==> src/rtl/keyboard_event_fifo_if.sv <==
// Event pop channel between keyboard_event_fifo and the game-control consumer.
// Show-ahead: evt_code is valid whenever evt_valid; evt_ready pops.
interface keyboard_event_fifo_if #(parameter int PTR_W = 3);
  logic             evt_valid;
  logic [3:0]       evt_code;
  logic             evt_ready;
  logic [PTR_W:0]   evt_count;

  modport master (output evt_valid, evt_code, evt_count, input evt_ready);
  modport slave  (input evt_valid, evt_code, evt_count, output evt_ready);
endinterface

==> src/rtl/keyboard_event_fifo.sv <==
// Snapshots the keypad register, clears it once, then drains set bits lowest-first
// into a show-ahead event FIFO with sticky overflow.
module keyboard_event_fifo #(
  parameter int FIFO_DEPTH = 8,
  parameter int PTR_W      = 3
) (
  input  logic                  clk,
  input  logic                  rstn,
  input  logic [15:0]           key_data,
  output logic                  key_clear,
  keyboard_event_fifo_if.master evt,
  output logic                  ovf,
  input  logic                  ovf_clear
);

  typedef enum logic [1:0] {IDLE, CLEAR, DRAIN} state_t;

  state_t           state;
  logic [15:0]      mask;
  logic [3:0]       mem [FIFO_DEPTH];
  logic [PTR_W-1:0] wr_ptr, rd_ptr;
  logic [PTR_W:0]   count;
  logic [3:0]       lo_idx;
  logic             push_req, pop, full, push_ok, drop;

  // Scan high to low so the lowest set bit is the one left in lo_idx.
  always_comb begin
    lo_idx = '0;
    for (int i = 15; i >= 0; i--)
      if (mask[i]) lo_idx = 4'(i);
  end

  // count tops out at 2**PTR_W, so its MSB alone means full.
  assign full     = count[PTR_W];
  assign pop      = evt.evt_valid && evt.evt_ready;
  assign push_req = (state == DRAIN) && (|mask);
  assign push_ok  = push_req && (!full || pop);
  assign drop     = push_req && !push_ok;

  assign evt.evt_valid = |count;
  assign evt.evt_code  = mem[rd_ptr];
  assign evt.evt_count = count;

  always_ff @(posedge clk or negedge rstn) begin
    if (!rstn) begin
      state     <= IDLE;
      mask      <= '0;
      key_clear <= 1'b0;
    end else begin
      case (state)
        IDLE: if (|key_data) begin
          mask      <= key_data;
          key_clear <= 1'b1;
          state     <= CLEAR;
        end
        CLEAR: begin
          // Fold in keys latched between the snapshot and the clear edge.
          mask      <= mask | key_data;
          key_clear <= 1'b0;
          state     <= DRAIN;
        end
        DRAIN: begin
          if (!(|mask)) state <= IDLE;
          else          mask[lo_idx] <= 1'b0;
        end
        default: begin
          state     <= IDLE;
          key_clear <= 1'b0;
        end
      endcase
    end
  end

  always_ff @(posedge clk or negedge rstn) begin
    if (!rstn) begin
      wr_ptr <= '0;
      rd_ptr <= '0;
      count  <= '0;
      ovf    <= 1'b0;
      for (int i = 0; i < FIFO_DEPTH; i++) mem[i] <= '0;
    end else begin
      if (push_ok) begin
        mem[wr_ptr] <= lo_idx;
        wr_ptr      <= wr_ptr + 1'b1;
      end
      if (pop) rd_ptr <= rd_ptr + 1'b1;
      case ({push_ok, pop})
        2'b10:   count <= count + 1'b1;
        2'b01:   count <= count - 1'b1;
        default: ;
      endcase
      if (drop)           ovf <= 1'b1;
      else if (ovf_clear) ovf <= 1'b0;
    end
  end

endmodule

==> src/flat_wrapper.sv <==
// flat-port wrapper written by rule: the top's interface ports become plain ports
module keyboard_event_fifo_flat 
#(
  parameter int FIFO_DEPTH = 8,
  parameter int PTR_W      = 3
)
  (clk, rstn, key_data, key_clear, ovf, ovf_clear, evt_evt_valid, evt_evt_code, evt_evt_count, evt_evt_ready);
  keyboard_event_fifo_if #(.PTR_W(PTR_W)) evt_i ();
  input  logic clk;
  input  logic rstn;
  input  logic [15:0] key_data;
  output logic key_clear;
  output logic ovf;
  input  logic ovf_clear;
  output wire logic [$bits(evt_i.evt_valid)-1:0] evt_evt_valid;
  output wire logic [$bits(evt_i.evt_code)-1:0] evt_evt_code;
  output wire logic [$bits(evt_i.evt_count)-1:0] evt_evt_count;
  input wire logic [$bits(evt_i.evt_ready)-1:0] evt_evt_ready;
  assign evt_evt_valid = evt_i.evt_valid;
  assign evt_evt_code = evt_i.evt_code;
  assign evt_evt_count = evt_i.evt_count;
  assign evt_i.evt_ready = evt_evt_ready;
  keyboard_event_fifo #(.FIFO_DEPTH(FIFO_DEPTH), .PTR_W(PTR_W)) u_core (.clk(clk), .rstn(rstn), .key_data(key_data), .key_clear(key_clear), .evt(evt_i), .ovf(ovf), .ovf_clear(ovf_clear));
endmodule
==> config.mk <==
export PLATFORM = sky130hd
export DESIGN_NAME = keyboard_event_fifo_flat
export DESIGN_NICKNAME = d
export VERILOG_FILES = /design/src/rtl/keyboard_event_fifo_if.sv /design/src/rtl/keyboard_event_fifo.sv /design/src/flat_wrapper.sv
export SDC_FILE = /design/constraint.sdc
export NUM_CORES = 1
export LEC_CHECK = 0
export CORE_MARGIN = 2
export CORE_UTILIZATION = 30
export CTS_CLUSTER_SIZE = 24
export DETAILED_ROUTE_END_ITERATION = 6
export DONT_BUFFER_PORTS = 1
export SETUP_SLACK_MARGIN = 0.05
export SYNTH_ARGS = -nofsm -noshare
export SYNTH_HDL_FRONTEND = slang
export SYNTH_SLANG_ARGS = --single-unit
==> constraint.sdc <==
create_clock -name clk -period 3.02 [get_ports clk]
set_input_delay 0.755 -clock clk [delete_from_list [all_inputs] [get_ports clk]]
set_output_delay 0.755 -clock clk [all_outputs]
set_load 0.1 [all_outputs]
; ---- Word level (Yosys, flattened, before mapping)
; Index checks and enable logic that the tools add are counted.
[word_totals]
reg_bits = 62
inputBits = 20
output_inout_bits = 11
wordCells = 91
[classes]
addsub = 4
n_lt_le_gt_ge = 5
eq_ne = 7
muxes = 35
n_bitwise = 6
n_reduce_logical = 19
[op_table]
columns = op, count
row1 = two-way mux 4 bit, 19
row2 = case mux 16 bit (3 select lines), 1
row3 = bitwise mux 32 bit, 1
row4 = two-way mux 16 bit, 2
row5 = OR reduction 16 bit, 2
row6 = AND 16 bit, 1
row7 = inverter 16 bit, 1
row8 = bitwise OR 16 bit, 1
row9 = binary-select mux 4 bit (select 3 bit), 1
row10 = demux 4 bit (select 3 bit), 1
row11 = greater-or-equal comparator 4 bit (second input constant), 2
row12 = inverter 3 -> 4 bit, 2
row13 = case mux 4 bit (2 select lines), 1
row14 = adder 3 x 1 -> 3 bit (second input constant), 2
row15 = logical AND 1 bit, 6
row16 = case mux 2 bit (3 select lines), 1
row17 = less-than comparator 4 x 5 -> 1 bit (second input constant), 1
row18 = adder 4 x 1 -> 4 bit (second input constant), 1
row19 = demux 1 bit (select 4 bit), 1
row20 = equality test 2 x 1 -> 1 bit (second input constant), 2
row21 = equality test 2 bit (second input constant), 2
row22 = greater-or-equal comparator 4 x 1 -> 1 bit (second input constant), 1
row23 = less-than comparator 4 x 1 -> 1 bit (second input constant), 1
row24 = two-way mux 1 bit, 4
row25 = other kinds (14), 19

; ---- Depth between registers and ports, before layout
; Gate-level depths: netlist of run 1.
[logic_depth]
ltp_word = 24
ltp_mapped = 13
depth_no_buf = 11

; ---- Least setup slack after synthesis of run 1
; No wires, ideal clock.
[synth_path]
kind = register to register
startpoint = register u_core.count[0], in the netlist u_core.evt.evt_count[0]
endpoint = register u_core.count[3], in the netlist u_core.evt.evt_count[3]
setup_time_ps = 163
arrival_time_ps = 3346
required_ps = 2857
path_slack_ps = -489
path_stages_with_launch = 11
path_buffers = 0
synth_period_minus_slack_ps = 3509
path_cell_list = dfrtp_1 -> or4_1 -> nand2_1 -> inv_1 -> ha_1 -> ha_1 -> a21o_1 -> a21oi_1 -> xnor2_1 -> nor2_1 -> xor2_1
[synth_between]
elab_chain_cells = 6
elab_cells_between_ends = 10
classes_between = add/sub: 2 / eq/ne: 2 / mux: 1 / reduce/logical: 5
[synth_lines]
columns = element, line
row1 = from (decl), keyboard_event_fifo.sv:22  ; logic [PTR_W:0] count;
row2 = from (signal assigned), keyboard_event_fifo.sv:88  ; 2'b10: count <= count + 1'b1;
row3 = from (signal assigned), keyboard_event_fifo.sv:89  ; 2'b01: count <= count - 1'b1;
row4 = OR reduction 4 bit (*), keyboard_event_fifo.sv:40  ; assign evt.evt_valid = |count;
row5 = via evt_evt_valid, flat_wrapper.sv:15  ; output wire logic [$bits(evt_i.evt_valid)-1:0] evt_evt_valid;
row6 = logical AND 1 bit (*), keyboard_event_fifo.sv:35  ; assign pop = evt.evt_valid && evt.evt_ready;
row7 = via u_core.pop, keyboard_event_fifo.sv:24  ; logic push_req, pop, full, push_ok, drop;
row8 = logical OR 1 bit, keyboard_event_fifo.sv:37  ; assign push_ok = push_req && (!full || pop);
row9 = logical AND 1 bit, keyboard_event_fifo.sv:37
row10 = equality test 2 x 1 -> 1 bit / equality test 2 bit (equally long branches), keyboard_event_fifo.sv:87  ; case ({push_ok, pop})
row11 = case mux 4 bit (2 select lines) / nonzero test 2 bit (equally long branches), --
; The timed path passes the listed nets; every way through them passes the cells marked *.
; A chain may end at the register's enable or synchronous reset.

; ---- Final worst setup path of run 1
[layout_path]
startpoint = register u_core.count[1], in the netlist u_core.evt.evt_count[1]
endpoint = register u_core.count[3], in the netlist u_core.evt.evt_count[3]
[layout_between]
elab_chain_cells = 6
elab_cells_between_ends = 10
classes_between = add/sub: 2 / eq/ne: 2 / mux: 1 / reduce/logical: 5
[layout_lines]
columns = element, line
row1 = OR reduction 4 bit (*), keyboard_event_fifo.sv:40
row2 = logical AND 1 bit (*), keyboard_event_fifo.sv:35
row3 = via u_core.pop, keyboard_event_fifo.sv:24
row4 = logical OR 1 bit, keyboard_event_fifo.sv:37
row5 = logical AND 1 bit, keyboard_event_fifo.sv:37
row6 = equality test 2 x 1 -> 1 bit / equality test 2 bit (equally long branches), keyboard_event_fifo.sv:87
row7 = case mux 4 bit (2 select lines) / nonzero test 2 bit (equally long branches), --
; Marks and branches as above.

==> results of run 1 <==
==> per-stage QoR <==
| stage | hold WS [ps] | utilization | instance area (um2) | cells | setup WS, ps |
|---|---|---|---|---|---|
| 2_1_floorplan | 445 | - | 3710 | 332 | 115 |
| 3_3_place_gp | 461 | 0.328 | 3930 | 479 | 347 |
| 3_5_place_dp | 463 | 0.328 | 3930 | 479 | 299 |
| 4_1_cts | 98.3 | 0.353 | 4240 | 495 | 282 |
| 5_1_grt | 90.9 | 0.353 | 4240 | 495 | 174 |
| 6_report | 106 | 0.353 | 4240 | 495 | 292 |
==> cell families after synthesis <==
logic type / count (synthesis) / synth area share
flops: 62 / 0.419
simple gates: 88 / 0.156
xor+xnor: 8 / 0.0189
buf+inv: 32 / 0.0362
mux: 48 / 0.190
fa+ha+maj: 10 / 0.0359
compound gates: 84 / 0.143
==> worst register-to-register path, cell delays in order (launching register included) <==
cell     delay (ps)
dfrtp_2         610
or4_4           590
nand2_1         140
inv_1            80
ha_1            220
ha_1            280
a21o_1          180
a21oi_1         180
xnor2_1         140
nor2_1           70
xor2_1          140
==> how the worst max path moves through the flow <==
stage	startpoint	end	slack (ps)
floorplan	u_core.evt.evt_count[0]	u_core.evt.evt_count[3]	120
global placement	u_core.evt.evt_count[1]	u_core.evt.evt_count[3]	350
detailed placement	u_core.evt.evt_count[1]	u_core.evt.evt_count[3]	300
CTS	u_core.evt.evt_count[1]	u_core.evt.evt_count[3]	280
global route	u_core.evt.evt_count[1]	u_core.evt.evt_count[3]	170
finish	u_core.evt.evt_count[1]	u_core.evt.evt_count[3]	290
==> layout make-up <==
type | count | area (um2) | share of cell area
clock buffers | 11 | 253 | 0.0596
clock inverters | 5 | 57.6 | 0.0136
inverters | 17 | 63.8 | 0.0150
multi-input cells | 238 | 2020 | 0.475
flip-flops and latches | 62 | 1560 | 0.367
well taps | 147 | 184 | 0.0433
repair buffers | 15 | 113 | 0.0265
==> flip-flops by register name, indices dropped and copies added (netlist names) <==
name                  cells
u_core.rd_ptr             3
u_core.evt.evt_count      4
u_core.key_clear          1
u_core.state              2
u_core.mem               32
u_core.mask              16
u_core.ovf                1
u_core.wr_ptr             3
==> Yosys cell counts, drive strengths merged (3+ instances only) <==
cell type	count	area [um2]
xor2	3	26.3
mux2	39	514
o21ai	23	115
nand2	24	90.1
nor4	7	95.1
inv	17	63.8
or3	4	30.0
xnor2	5	43.8
clkbuf	8	30.0
a31oi	6	37.5
nand4	8	56.3
dfrtp	62	1550
a31o	5	43.8
nor2	18	70.1
mux4	8	180
nor3	8	61.3
buf	7	40.0
ha	9	113
a21oi	27	139
nand2b	7	53.8
==> metal layers <==
| layer | track usage | vias up | share of wire |
|---|---|---|---|
| met3 | 0.0559 | 10 | 0.074 |
| li1 | - | 1257 | - |
| met1 | 0.190 | 1330 | 0.44 |
| met2 | 0.227 | 99 | 0.47 |
| met5 | 0 | - | 0 |
| met4 | 0.0466 | 0 | 0.016 |
==> impl_results.md, run 1 <==
* Run status: complete, no violations
* Reg2Reg Depth at 10
* Core area at between 10,000 and 15,000 um2
* Worst Skew at 8.27 ps
* Hold_buf cts at 0
* Min Tclk post-route at between 2000 and 3000 ps
* Final hold violation count at 0
* Clock Tree Buf Depth at 2
* Vias post-DR at 2,696
* Die span in x at roughly 120 um
* Final max-slew violation count at 0
* CTS tree: done
* First-pass GRT wire length at between 10,000 and 15,000 um
* Post-Syn Area per Cell at around 11 um2
* Total Routing Usage GR at 0.147
* Initial Util at 0.308
* Num rows at 40
* DP HPWL at approximately 6300 um
* Post-synth EDFFs at 0
* RePlAce Congestion at 0.925
* Most frequent cells in the layout: dfrtp_1, a21oi_1, nand2_1
* Buf+Inv Stages, Crit Path at 1
* CTS root buffer: clkbuf_16
* Netlist cell types at 62
* Post-Syn Instances at 332
* Fraction of layout cells with a size suffix above 1 at 0.307
* Port Buffers at 0
* Unrepaired setup endpoints after global routing: no
* Worst-path fanout max at 3
* Reg2reg start: u_core.evt.evt_count[1]
* DR WL/cell at about 18 um
* Syn Nets at approximately 360
* CP max stage cell: dfrtp_2
* FF-to-FF End: u_core.evt.evt_count[3]
* Num ports at 31
* Worst path top cell family by delay: simple AND/OR/NAND/NOR gates
* Diode count at 0
* Setup slack, reg-to-reg at between 200 and 300 ps
* Initial detailed-routing violation count at 164
* Drt first pass iters at 4
* Largest net degree at the start of global routing at between 60 and 70
* Worst path depth at 10
* Register area share after synthesis at 0.419
* CP Launch Type: flop
* Clk sinks at between 60 and 70
* Post-cts repair resize count at 0
* Number of H-tree levels at 3
* Layout area overhead at 14.7%
* Slowest Stage Delay on Critical Path at between 600 and 700 ps
* Final wirelength at 9140 um
* Ys async rst share at 1.00
* Initial antenna violation count at 0
* Post-CTS Repair Setup Buffers at 0
* Final setup TNS at 0 ps
* Crit-path cells: or4_4 -> nand2_1 -> inv_1 -> ha_1 -> ha_1 -> a21o_1 -> a21oi_1 -> xnor2_1 -> nor2_1 -> xor2_1
* Grt ovf at 0
* Critical path arrival at between 2000 and 3000 ps
* CTS Buf Count at 9
* Die area at approximately 13,000 um2
* Maximum clock frequency at between 300 and 400 MHz
* CP Capture Type: flop
* Final period util at 0.903
* Final nets at between 300 and 400
* Vias in the first global route at 2,748
* Cell Area, Synth at approximately 3700 um2
* Main synth FF type: dfrtp_1
* # fillers at between 1,000 and 1,500
* CP most frequent cell: ha_1
* DR vias/cell at around 5.4
* CTS clk-pin slew, worst paths at approximately 60 ps
* Synthesis warning total at 0
* Max-cap viol count at 0
* Synth Register Bits at 62
* Headroom to the max-slew limit at 0.396
* Final ANT Viol Nets at 0
* Die Span Y at between 100 and 150 um
* Clk_lat worst skew at roughly 340 ps
* Crit path kind: flop to flop
* Commonest non-fill, non-tap cell in the layout: dfrtp_1
* Remaining DRCs at 0
* Required @ worst endpoint at 3250 ps
* Worst-Margin Slew at 906 ps
* Final setup violating endpoints at 0
* HP Class: primary input to asynchronous set/reset pin
Power of run 1 is not shown: default switching activity piles up to over one toggle a cycle in this logic, so the estimate is an artifact.
==> inputs of run 2 (changes only) <==
- ABC_CLOCK_PERIOD_IN_PS: not set -> 3020
- SETUP_SLACK_MARGIN: 0.05 -> 0.4
==> run 2 against run 1 <==
  * First-iteration DRC count down 11%
  * Cell area up 1.2%
  * Via count shrank 0.15%
  * Sequential share of layout area shrank 0.30 points
  * Highest routed layer unchanged
  * Count of clock-buffer cells in the layout fell by 1
  * Die area unchanged
  * Clock skew about the same
  * Cell count increased by 0.40%
  * Critical path depth is 8 lower
==> impl_results.md, run 2 (synthesized netlist as in run 1, its figures left out) <==
* Run status: complete, no violations (unchanged)
* Largest register FFs at 32 (unchanged)
* Initial detailed-routing violation count at 146 (was 164)
* Vias post-DR at 2,692 (was 2,696)
* Clk sinks at 62 (unchanged)
* Die Span Y at 115 um (unchanged)
* Final setup TNS at 0 ps (unchanged)
* FF/Latch Area at 1560 um2 (about the same)
* Worst Skew at 8.61 ps (was 8.27 ps)
* Max-cap viol count at 0 (unchanged)
* Layout area overhead at 16.2% (was 14.7%)
* First-pass GRT wire length at 14,800 um (was 14,700 um)
* CP Launch Type: flop (unchanged)
* Largest Register: u_core.mem (unchanged)
* Number of H-tree levels at 3 (unchanged)
* Crit. Startpoint: u_core.evt.evt_count[2] (was u_core.evt.evt_count[1])
* Drt first pass iters at 4 (unchanged)
* Reg2reg start: u_core.mask[10] (was u_core.evt.evt_count[1])
* Total Routing Usage GR at 0.144 (was 0.147)
* Final nets at 375 (was 373)
* CTS Buf Count at 9 (unchanged)
* Fraction of layout cells with a size suffix above 1 at 0.331 (was 0.307)
* Num rows at 40 (unchanged)
* Initial Util at 0.308 (unchanged)
* Clock Tree Buf Depth at 2 (unchanged)
* Final setup violating endpoints at 0 (unchanged)
* DP HPWL at 6360 um (was 6300 um)
* Diode count at 0 (unchanged)
* Remaining DRCs at 0 (unchanged)
* Port Buffers at 0 (unchanged)
* CP Capture Type: output port (was flop)
* Grt ovf at 0 (unchanged)
* CTS root buffer: clkbuf_16 (unchanged)
* Core area at 12,000 um2 (unchanged)
* Area of the multi-input gates at 2070 um2 (was 2020 um2)
* Die span in x at 115 um (unchanged)
* Commonest non-fill, non-tap cell in the layout: dfrtp_1 (unchanged)
* RePlAce Congestion at 0.845 (was 0.925)
* DR WL/cell at 18.0 um (was 18.5 um)
* Worst-Margin Slew at 893 ps (was 906 ps)
* Final period util at 0.851 (was 0.903)
* HP Class: primary input to asynchronous set/reset pin (unchanged)
* Crit path kind: flop to output port (was flop to flop)
* DR vias/cell at 5.42 (was 5.45)
* Worst-path fanout max at 4 (was 3)
* Final ANT Viol Nets at 0 (unchanged)
* Required @ worst endpoint at 2260 ps (was 3250 ps)
* # fillers at 1,179 (was 1,211)
* Critical path arrival at 1820 ps (was 2950 ps)
* Final wirelength at 8970 um (was 9140 um)
* CTS tree: done (unchanged)
* Hold_buf cts at 0 (unchanged)
* Initial antenna violation count at 0 (unchanged)
* Maximum clock frequency at 389 MHz (was 367 MHz)
* Die area at 13,200 um2 (unchanged)
* Final hold violation count at 0 (unchanged)
* Clk_lat worst skew at 330 ps (was 340 ps)
* Vias in the first global route at 2,747 (was 2,748)
* Final max-slew violation count at 0 (unchanged)
* CTS clk-pin slew, worst paths at 60 ps (about the same)
* Largest net degree at the start of global routing at 63 (unchanged)
* Unrepaired setup endpoints after global routing: yes (was no)
* Num ports at 31 (unchanged)
* Min Tclk post-route at 2570 ps (was 2730 ps)
* Headroom to the max-slew limit at 0.405 (was 0.396)
* Most frequent cells in the layout: dfrtp_1, a21oi_1, mux2_4 (was dfrtp_1, a21oi_1, nand2_1)
run 2: final timing paths:
kind                                           end  cells after the start  slack, ps
max                                  evt_evt_valid                      2        450
min                                 u_core.mem[24]                      0        120
max reg2reg                u_core.evt.evt_count[3]                     11        530
min reg2reg                         u_core.mem[10]                      1        510
max in group asynchronous  u_core.evt.evt_count[0]                      0       2750
min in group clk                    u_core.mem[10]                      1        510
run 2: worst max-delay path, cell delays in order (launching register included):
cell	delay, ps
dfrtp_4	620
or4_4	610
buf_4	250
run 2: per-stage QoR:
| step | hold slack, ps | instance area [um2] | instances | setup WS [ps] | utilization |
|---|---|---|---|---|---|
| floorplan | 445 | 3750 | 332 | 343 | - |
| global placement | 462 | 3960 | 476 | 458 | 0.329 |
| detailed placement | 462 | 3960 | 476 | 465 | 0.329 |
| CTS | 99.9 | 4260 | 493 | 416 | 0.355 |
| global route | 96.6 | 4300 | 497 | 349 | 0.358 |
| finish | 116 | 4300 | 497 | 449 | 0.358 |
run 2: area by class of cell:
cell class | instances | area share
clock inverter | 6 | 0.0108
sequential | 62 | 0.364
tap | 147 | 0.0428
timing repair buffer | 17 | 0.0297
inverter | 17 | 0.0154
multi-input combinational | 238 | 0.482
clock buffer | 10 | 0.0556
run 2: what timing repair did:
action,CTS,global route
endpoints found under the setup margin,4,6
setup buffers,1,4
pin swaps,0,3
gates resized for setup,5,1
run 2: routing by layer:
| layer | up-vias | part of all wire | global-route usage |
|---|---|---|---|
| met5 | - | 0 | 0 |
| met4 | 0 | 0.017 | 0.0498 |
| met3 | 14 | 0.060 | 0.0506 |
| met2 | 74 | 0.47 | 0.218 |
| met1 | 1343 | 0.46 | 0.193 |
| li1 | 1261 | - | - |
Power of run 2 is left out for the same reason.
